[config.mk]
export PLATFORM = sky130hd
export DESIGN_NAME = perf_fifo_responder
export DESIGN_NICKNAME = d
export VERILOG_FILES = /design/src/rtl/perf_fifo_responder.sv
export SDC_FILE = /design/constraint.sdc
export NUM_CORES = 1
export LEC_CHECK = 0
export BUFFER_PORTS_ARGS = -buffer_cell sky130_fd_sc_hd__buf_4
export CAP_MARGIN = 40
export CORE_ASPECT_RATIO = 1.5
export CORE_MARGIN = 8
export CORE_UTILIZATION = 65
export CTS_BUF_LIST = sky130_fd_sc_hd__clkbuf_16
export CTS_CLUSTER_SIZE = 25
export DETAILED_ROUTE_END_ITERATION = 12
export PLACE_DENSITY = 0.83
export REMOVE_ABC_BUFFERS = 1
export SETUP_SLACK_MARGIN = 0.5
export SLEW_MARGIN = 20
export SYNTH_ARGS = -nofsm -noshare
export SYNTH_HDL_FRONTEND = slang
export SYNTH_SLANG_ARGS = --single-unit
[constraint.sdc]
create_clock -name clk -period 10.3 [get_ports clk]
set_clock_uncertainty 0.1 [all_clocks]
set_input_delay 2.06 -clock clk [delete_from_list [all_inputs] [get_ports clk]]
set_output_delay 2.06 -clock clk [all_outputs]
set_load 0.02 [all_outputs]
[src/rtl/perf_fifo_responder.sv]
`default_nettype none
// ============================================================================
// Module      : perf_fifo_responder
// Description : Peripheral-bus responder with a 32-byte register window.
//               CPU writes to DATA are pushed into a TX FIFO that is drained
//               by a valid/ready stream. CPU reads of STATUS/DROP get a
//               registered response one cycle after the request.
//
//               Register window (offset = perf_addr[4:3]):
//                 0 DATA   W: push into FIFO     R: returns 0
//                 1 STATUS R: {count[31:16], full[1], empty[0]}
//                 2 CTRL   W: bit0 flush, bit1 clear drop counter; R: 0
//                 3 DROP   R: dropped-push counter (saturating)
//
// Ports       : clk, rst          clock, synchronous active-high reset
//               perf_en/wren/addr/data  CPU peripheral bus request
//               perf_rdata/rvalid       read response (1-cycle pulse)
//               out_data/valid/ready    FIFO head stream
// Revision    : 1.0  initial release
// ============================================================================
module perf_fifo_responder #(
    parameter logic [63:0] BASE_ADDR = 64'h0000_0001_0000_0000,
    parameter int          DEPTH     = 16,
    parameter int          CNT_W     = 5
) (
    input  logic        clk,
    input  logic        rst,
    input  logic        perf_en,
    input  logic        perf_wren,
    input  logic [63:0] perf_addr,
    input  logic [63:0] perf_data,
    output logic [63:0] perf_rdata,
    output logic        perf_rvalid,
    output logic [63:0] out_data,
    output logic        out_valid,
    input  logic        out_ready
);

    localparam int               PTR_W      = CNT_W - 1;
    localparam logic [CNT_W-1:0] C_DEPTH    = CNT_W'(DEPTH);
    localparam logic [31:0]      C_DROP_MAX = 32'hFFFF_FFFF;
    localparam logic [1:0]       C_OFF_DATA = 2'd0;
    localparam logic [1:0]       C_OFF_STAT = 2'd1;
    localparam logic [1:0]       C_OFF_CTRL = 2'd2;
    localparam logic [1:0]       C_OFF_DROP = 2'd3;

    // ------------------------------------------------------------------
    // State
    // ------------------------------------------------------------------
    logic [63:0]      mem_q [DEPTH];
    logic [PTR_W-1:0] wr_ptr_q, wr_ptr_d;
    logic [PTR_W-1:0] rd_ptr_q, rd_ptr_d;
    logic [CNT_W-1:0] count_q, count_d;
    logic [31:0]      drop_q, drop_d;
    logic             out_valid_q, out_valid_d;
    logic             rvalid_q, rvalid_d;
    logic [63:0]      rdata_q, rdata_d;

    // ------------------------------------------------------------------
    // Bus decode
    // ------------------------------------------------------------------
    logic       hit_w;
    logic [1:0] off_w;
    logic       rd_req_w;
    logic       push_req_w;
    logic       ctrl_wr_w;
    logic       flush_w;
    logic       drop_clr_w;
    logic       full_w;
    logic       empty_w;
    logic       pop_w;
    logic       push_ok_w;
    logic       push_drop_w;
    logic [63:0] status_w;

    assign hit_w      = perf_en && (perf_addr[63:5] == BASE_ADDR[63:5]);
    assign off_w      = perf_addr[4:3];
    assign rd_req_w   = hit_w && !perf_wren;
    assign push_req_w = hit_w && perf_wren && (off_w == C_OFF_DATA);
    assign ctrl_wr_w  = hit_w && perf_wren && (off_w == C_OFF_CTRL);
    assign flush_w    = ctrl_wr_w && perf_data[0];
    assign drop_clr_w = ctrl_wr_w && perf_data[1];

    assign full_w  = (count_q == C_DEPTH);
    assign empty_w = (count_q == '0);

    // Pop is qualified by the registered out_valid, so a push into an empty
    // FIFO can never be popped in the same cycle.
    assign pop_w = out_valid_q && out_ready;

    // A full FIFO still accepts a push when the head leaves in the same cycle.
    assign push_ok_w   = push_req_w && (!full_w || pop_w);
    assign push_drop_w = push_req_w && !push_ok_w;

    assign status_w = {32'b0, {(16-CNT_W){1'b0}}, count_q, 14'b0, full_w, empty_w};

    // ------------------------------------------------------------------
    // Next-state logic
    // ------------------------------------------------------------------
    always_comb begin
        wr_ptr_d    = wr_ptr_q;
        rd_ptr_d    = rd_ptr_q;
        count_d     = count_q;
        drop_d      = drop_q;
        rvalid_d    = rd_req_w;
        rdata_d     = '0;

        if (flush_w) begin
            // Flush wins over a simultaneous pop; a push cannot coincide
            // because the bus carries a single access per cycle.
            wr_ptr_d = '0;
            rd_ptr_d = '0;
            count_d  = '0;
        end else begin
            if (push_ok_w) begin
                wr_ptr_d = wr_ptr_q + PTR_W'(1);
            end
            if (pop_w) begin
                rd_ptr_d = rd_ptr_q + PTR_W'(1);
            end
            count_d = count_q + CNT_W'(push_ok_w) - CNT_W'(pop_w);
        end

        if (drop_clr_w) begin
            drop_d = '0;
        end else if (push_drop_w && (drop_q != C_DROP_MAX)) begin
            drop_d = drop_q + 32'd1;
        end

        // Response reflects state sampled before this cycle's push/pop.
        if (rd_req_w) begin
            case (off_w)
                C_OFF_STAT: rdata_d = status_w;
                C_OFF_DROP: rdata_d = {32'b0, drop_q};
                default:    rdata_d = '0;
            endcase
        end

        out_valid_d = (count_d != '0);
    end

    // ------------------------------------------------------------------
    // Registers
    // ------------------------------------------------------------------
    always_ff @(posedge clk) begin
        if (rst) begin
            wr_ptr_q    <= '0;
            rd_ptr_q    <= '0;
            count_q     <= '0;
            drop_q      <= '0;
            out_valid_q <= 1'b0;
            rvalid_q    <= 1'b0;
            rdata_q     <= '0;
        end else begin
            wr_ptr_q    <= wr_ptr_d;
            rd_ptr_q    <= rd_ptr_d;
            count_q     <= count_d;
            drop_q      <= drop_d;
            out_valid_q <= out_valid_d;
            rvalid_q    <= rvalid_d;
            rdata_q     <= rdata_d;
        end
    end

    // Storage needs no reset: stale entries are never visible because
    // out_data is forced to zero while the FIFO is empty.
    always_ff @(posedge clk) begin
        if (!rst && push_ok_w) begin
            mem_q[wr_ptr_q] <= perf_data;
        end
    end

    // ------------------------------------------------------------------
    // Outputs
    // ------------------------------------------------------------------
    assign perf_rvalid = rvalid_q;
    assign perf_rdata  = rdata_q;
    assign out_valid   = out_valid_q;
    assign out_data    = out_valid_q ? mem_q[rd_ptr_q] : 64'b0;

endmodule
`default_nettype wire

---- After elaboration in Yosys (flattened, before gate mapping) ----
Memory sizes are Yosys's and may differ from the RTL's. A register that Yosys moved wholly into a read port is not among the register bits.
Cells that the tools add are included.
storage, ports and cells
  register bits ........................... 111
  bits in writable memories ............... 1024
  output and inout bits ................... 130
  memories ................................ 1
memories
  memory  words  width  rd ports  clocked after Yosys merged registers in  wr ports  RTL line  text
  mem_q   16     64     1         1                                        1         50        logic [63:0] mem_q [DEPTH];
operators by class
  add/sub/neg operators ................... 5
  equal/unequal tests ..................... 6
  muxes and demuxes ....................... 7
  bitwise gates (word level) .............. 1
  reduce and logical (&&, ||, !) cells .... 23
operators with widths
  cell                     number
  $mux W64                 1
  $pmux W32 S2             1
  $eq A59 B28 Y1 const B   1
  $add A32 B1 Y32 const B  1
  $ne A32 B32 Y1 const B   1
  $logic_and A1 B1 Y1      12
  $add A4 B1 Y4 const B    2
  $mux W4                  2
  $reduce_or A2 Y1         3
  $add A5 B1 Y5            1
  $eq A5 B5 Y1 const B     1
  $logic_not A5 Y1         1
  $mux W5                  1
  $reduce_bool A5 Y1       1
  $sub A5 B1 Y5            1
  $eq A2 B2 Y1 const B     2
  $logic_not A1 Y1         4
  $eq A2 B1 Y1 const B     1
  $logic_not A2 Y1         1
  $mux W1                  2
  $logic_or A1 B1 Y1       1
  $not A1 Y1               1

---- Logic depth before layout (Yosys ltp) ----
  word-level depth ........................ 9
  depth in mapped cells ................... 18
  depth with buffers taken out ............ 16

---- Worst setup path before layout ----
OpenSTA, ideal clock, no wires.
  kind .................................... input to register
  start ................................... input perf_addr[43]
  end ..................................... memory mem_q[15][0], enable pin
  setup time .............................. 0.494 ns
  data arrival time ....................... 6.118 ns
  data required time ...................... 9.706 ns
  setup slack ............................. 3.588 ns
  stages .................................. 5
  path buffers ............................ 0
  cells stage by stage .................... nor4_1 > nand3_1 > nor4_4 > nand4_1 > nor2b_1
between the ends
  longest elaborated chain between the ends .. 8
RTL lines
  element                            RTL line  text
  start, declared                    30        input logic [63:0] perf_addr,
  $eq A59 B28 Y1                     76        assign hit_w = perf_en && (perf_addr[63:5] == BASE_ADDR[63:5]);
  $logic_and A1 B1 Y1                76
  $logic_and A1 B1 Y1 (2 in series)  79        assign push_req_w = hit_w && perf_wren && (off_w == C_OFF_DATA);
  $logic_and A1 B1 Y1                92        assign push_ok_w = push_req_w && (!full_w || pop_w);
  $logic_and A1 B1 Y1                168       if (!rst && push_ok_w) begin
  $mux W1                            168
  $mux W1 (not written as such)      169       mem_q[wr_ptr_q] <= perf_data;
  end, declared                      50
No other way between the ends.

==> metrics.md <==
| Metric | Value |
|---|---|
| Status | complete, no violations |
| DRT antenna net count | 0 |
| Root Buffer | clkbuf_16 |
| Hold buffers post-CTS | 0 |
| CTS max path bufs | 3 |
| Area grow syn2layout | 14.3% |
| Fin crit share | 57.7% |
| Avg Cell Area, Syn | 21.9 um^2 |
| Final core occ | 74.8% |
| Final WL | 108 mm |
| Pleak | 15.5 nW |
| First drt pass iteration count | 7 |
| CP max-delay cell | dfxtp_4 |
| Worst setup path category | flop to primary output |
| EDFF count, synth | 1024 |
| Area of the multi-input gates | 9840 um^2 |
| Hold Vio Cnt, Final | 0 |
| Synth top area share | 72.0% |
| Placed inst area | 45600 um^2 |
| DIE HEIGHT | 330 um |
| HP Class | flop to flop |
| Input/output buffers | 227 |
| Crit start category | flop |
| Initial DRC count | 2983 |
| Hpwl dp | 52.8 mm |
| WL/cell | 34.0 um |
| Routed via count | 21.8k |
| Worst path cell trace | buf_12 > mux4_2 > mux4_2 > and2_1 > buf_4 |
| Cells after synthesis | 1951 |
| Number of synthesis warnings | 0 |
| Hold slack | 0.407 ns |
| Total grt overflow | 0 |
| Top FF cell, synth | edfxtp_1 |
| Max H-tree Level | 3 |
| Nets | 2361 |
| GRT Total Usage | 29.3% |
| Core Box Area | 65300 um^2 |
| CTS buffer count | 93 |
| Reg2reg setup slack | 6.59 ns |
| Synth area leaders | edfxtp_1, mux4_2, dfxtp_1, and2_1, buf_4 |
| Area leader, netlist | edfxtp_1 |
| Largest net degree at the start of global routing | 181 |
| Initial antenna violation count | 13 |
| Peak supply drop | 0.000138 V |
| CP Max Fanout | 180 |
| Async SR Flop Fraction | 0% |
| Cell row count | 115 |
| Final Setup Violations | 0 |
| Unrepaired setup endpoints after global routing | no |
| Slew Limit Fails | 0 |
| PwrDens | 199 nW/um^2 |
| Slew at the pin with the worst max-slew slack | 1.32 ns |
| Critical path required time | 8.14 ns |
| Post-synthesis sequential area ratio | 75.9% |
| Max incr delay on CP | 0.72 ns |
| Crit path buf inv count | 2 |
| Filler cells | 3311 |
| Peak Freq | 168 MHz |
| Synth unique cells | 49 |
| First-pass GRT wire length | 157 mm |
| Delay-heaviest family, CP | multiplexers |
| Relative slew margins | 12.3% |
| Crit path arrival time | 3.78 ns |
| Clock Sinks | 1107 |
| Die width | 225 um |
| Post-route DRC violation count | 0 |
| Routability Congestion | 0.892 |
| Post-CTS setup buffers | 0 |
| Crit end category | primary output |
| TritonCTS clock tree | done |
| CP dominant cell by count | mux4_2 |
| Resized cells post-CTS | 0 |
| Initial Util | 65.4% |
| Drt via density | 6.85 |
| Register area | 32400 um^2 |
| Final instance area | 48800 um^2 |
| Synth Cell Area | 42700 um^2 |
| Die area | 74400 um^2 |
| FF+latch count, synth | 1107 |
| Layout cells sized above 1 | 33.0% |
| Clock slew at reported path FFs | 0.06 ns |
| Max cap viols | 0 |
| Clk_lat worst skew | 0.66 ns |
| Vias in the first global route | 23.2k |
| Minimum clock period | 5.94 ns |
| Io pins | 263 |
power breakdown:
part / switching (mW) / leakage, nW / total, mW / internal, mW
combinational: 0.586 / 4.00 / 1.15 / 0.565
clock: 1.62 / 1.58 / 3.62 / 2.00
sequential: 0.0272 / 9.87 / 4.94 / 4.91
total: 2.24 / 15.5 / 9.71 / 7.48
cells in the final DEF, fill, tap and decap left out, drive strengths merged, types with 3 or more instances in the layout:
cell type and n:
a21oi 27, and2 91, and3 18, and4 6, buf 267, bufinv 8
clkbuf 103, clkinv 39, clkinvlp 5, conb 32, dfxtp 83, diode 14
edfxtp 1024, ha 11, inv 32, mux2i 6, mux4 320, nand2 20
nand3 19, nand4 22, nor2 39, nor2b 5, nor3 7, nor3b 3
nor4 21, nor4b 5, o21ai 13, o31ai 8, or3 15, or4 10
xnor2 6, xor2 13
worst reg2reg max path, delay by kind of cell (launching register included):
family	cells	cell delay (ns)
adder cells (fa/ha/maj)	1	0.21
buffers and inverters	2	0.87
AND/OR/NAND/NOR	4	1.72
flip-flops	1	0.39
area by class of cell:
cell class	count	share of cell area (%)
Timing Repair Buffer	267	4.67
Multi-Input combinational cell	731	20.2
Clock buffer	103	5.28
Tap cell	877	2.25
Antenna cell	14	0.0717
Inverter	16	0.123
Clock inverter	68	1.07
Sequential cell	1107	66.4
per-stage QoR:
step | power (mW) | setup WS (ns) | setup TNS (ns) | std cells
floorplan | 6.02 | -3.65 | -233.83 | 1854
global placement | 6.11 | 4.09 | 0 | 2983
detailed placement | 6.17 | 4.20 | 0 | 2993
CTS | 9.72 | 4.41 | 0 | 3164
global route | 9.95 | 4.30 | 0 | 3176
finish | 9.71 | 4.36 | 0 | 3183
routing by layer:
metal | vias to the layer above | GRT usage (%) | wire length (um)
li1 | 8618 | - | -
met3 | 240 | 6.52 | 11500
met1 | 11286 | 37.2 | 37100
met2 | 1663 | 49.2 | 55600
met5 | - | 0 | 0
met4 | 0 | 12.1 | 4080
worst paths after layout:
| check | start | end | depth (start not counted) |
|---|---|---|---|
| max | flop | out_data[11] | 5 |
| min | drop_q[11] | drop_q[11] | 2 |
| max reg2reg | count_q[3] | mem_q[14][33] | 7 |
| min reg2reg | drop_q[11] | drop_q[11] | 2 |
synth_stat cells (all sizes together) (2+ instances only):
library cell     n
a21oi           27
a41o             2
a41oi            2
and2            91
and3            18
and4             6
buf             69
clkbuf          59
dfxtp           83
edfxtp        1024
ha              11
inv             16
mux2i            6
mux4           320
nand2           20
nand3           19
nand4           22
nor2            39
nor2b            5
nor3             7
nor3b            3
nor4            21
nor4b            5
o21ai           13
o31ai            8
or3             15
or4             10
or4b             2
xnor2            6
xor2            13
cell families (layout without fill, tap and decap cells):
family | after synthesis | count (layout) | synth area share (%)
flops | 1107 | 1107 | 75.9
mux | 327 | 327 | 17.0
compound gates | 55 | 55 | 0.750
xor+xnor | 19 | 19 | 0.389
other cells | 1 | 46 | 0.00878
fa+ha+maj | 12 | 12 | 0.369
buf+inv | 144 | 454 | 1.60
simple gates | 286 | 286 | 3.99
state kept, by name, indices dropped and copies added (netlist names), named ones only:
name / flops
perf_rdata: 32
count_q: 5
mem_q: 1024
perf_rvalid: 1
wr_ptr_q: 4
rd_ptr_q: 4
drop_q: 32
out_valid: 1
No activity file was read; power rests on OpenSTA's default activity.
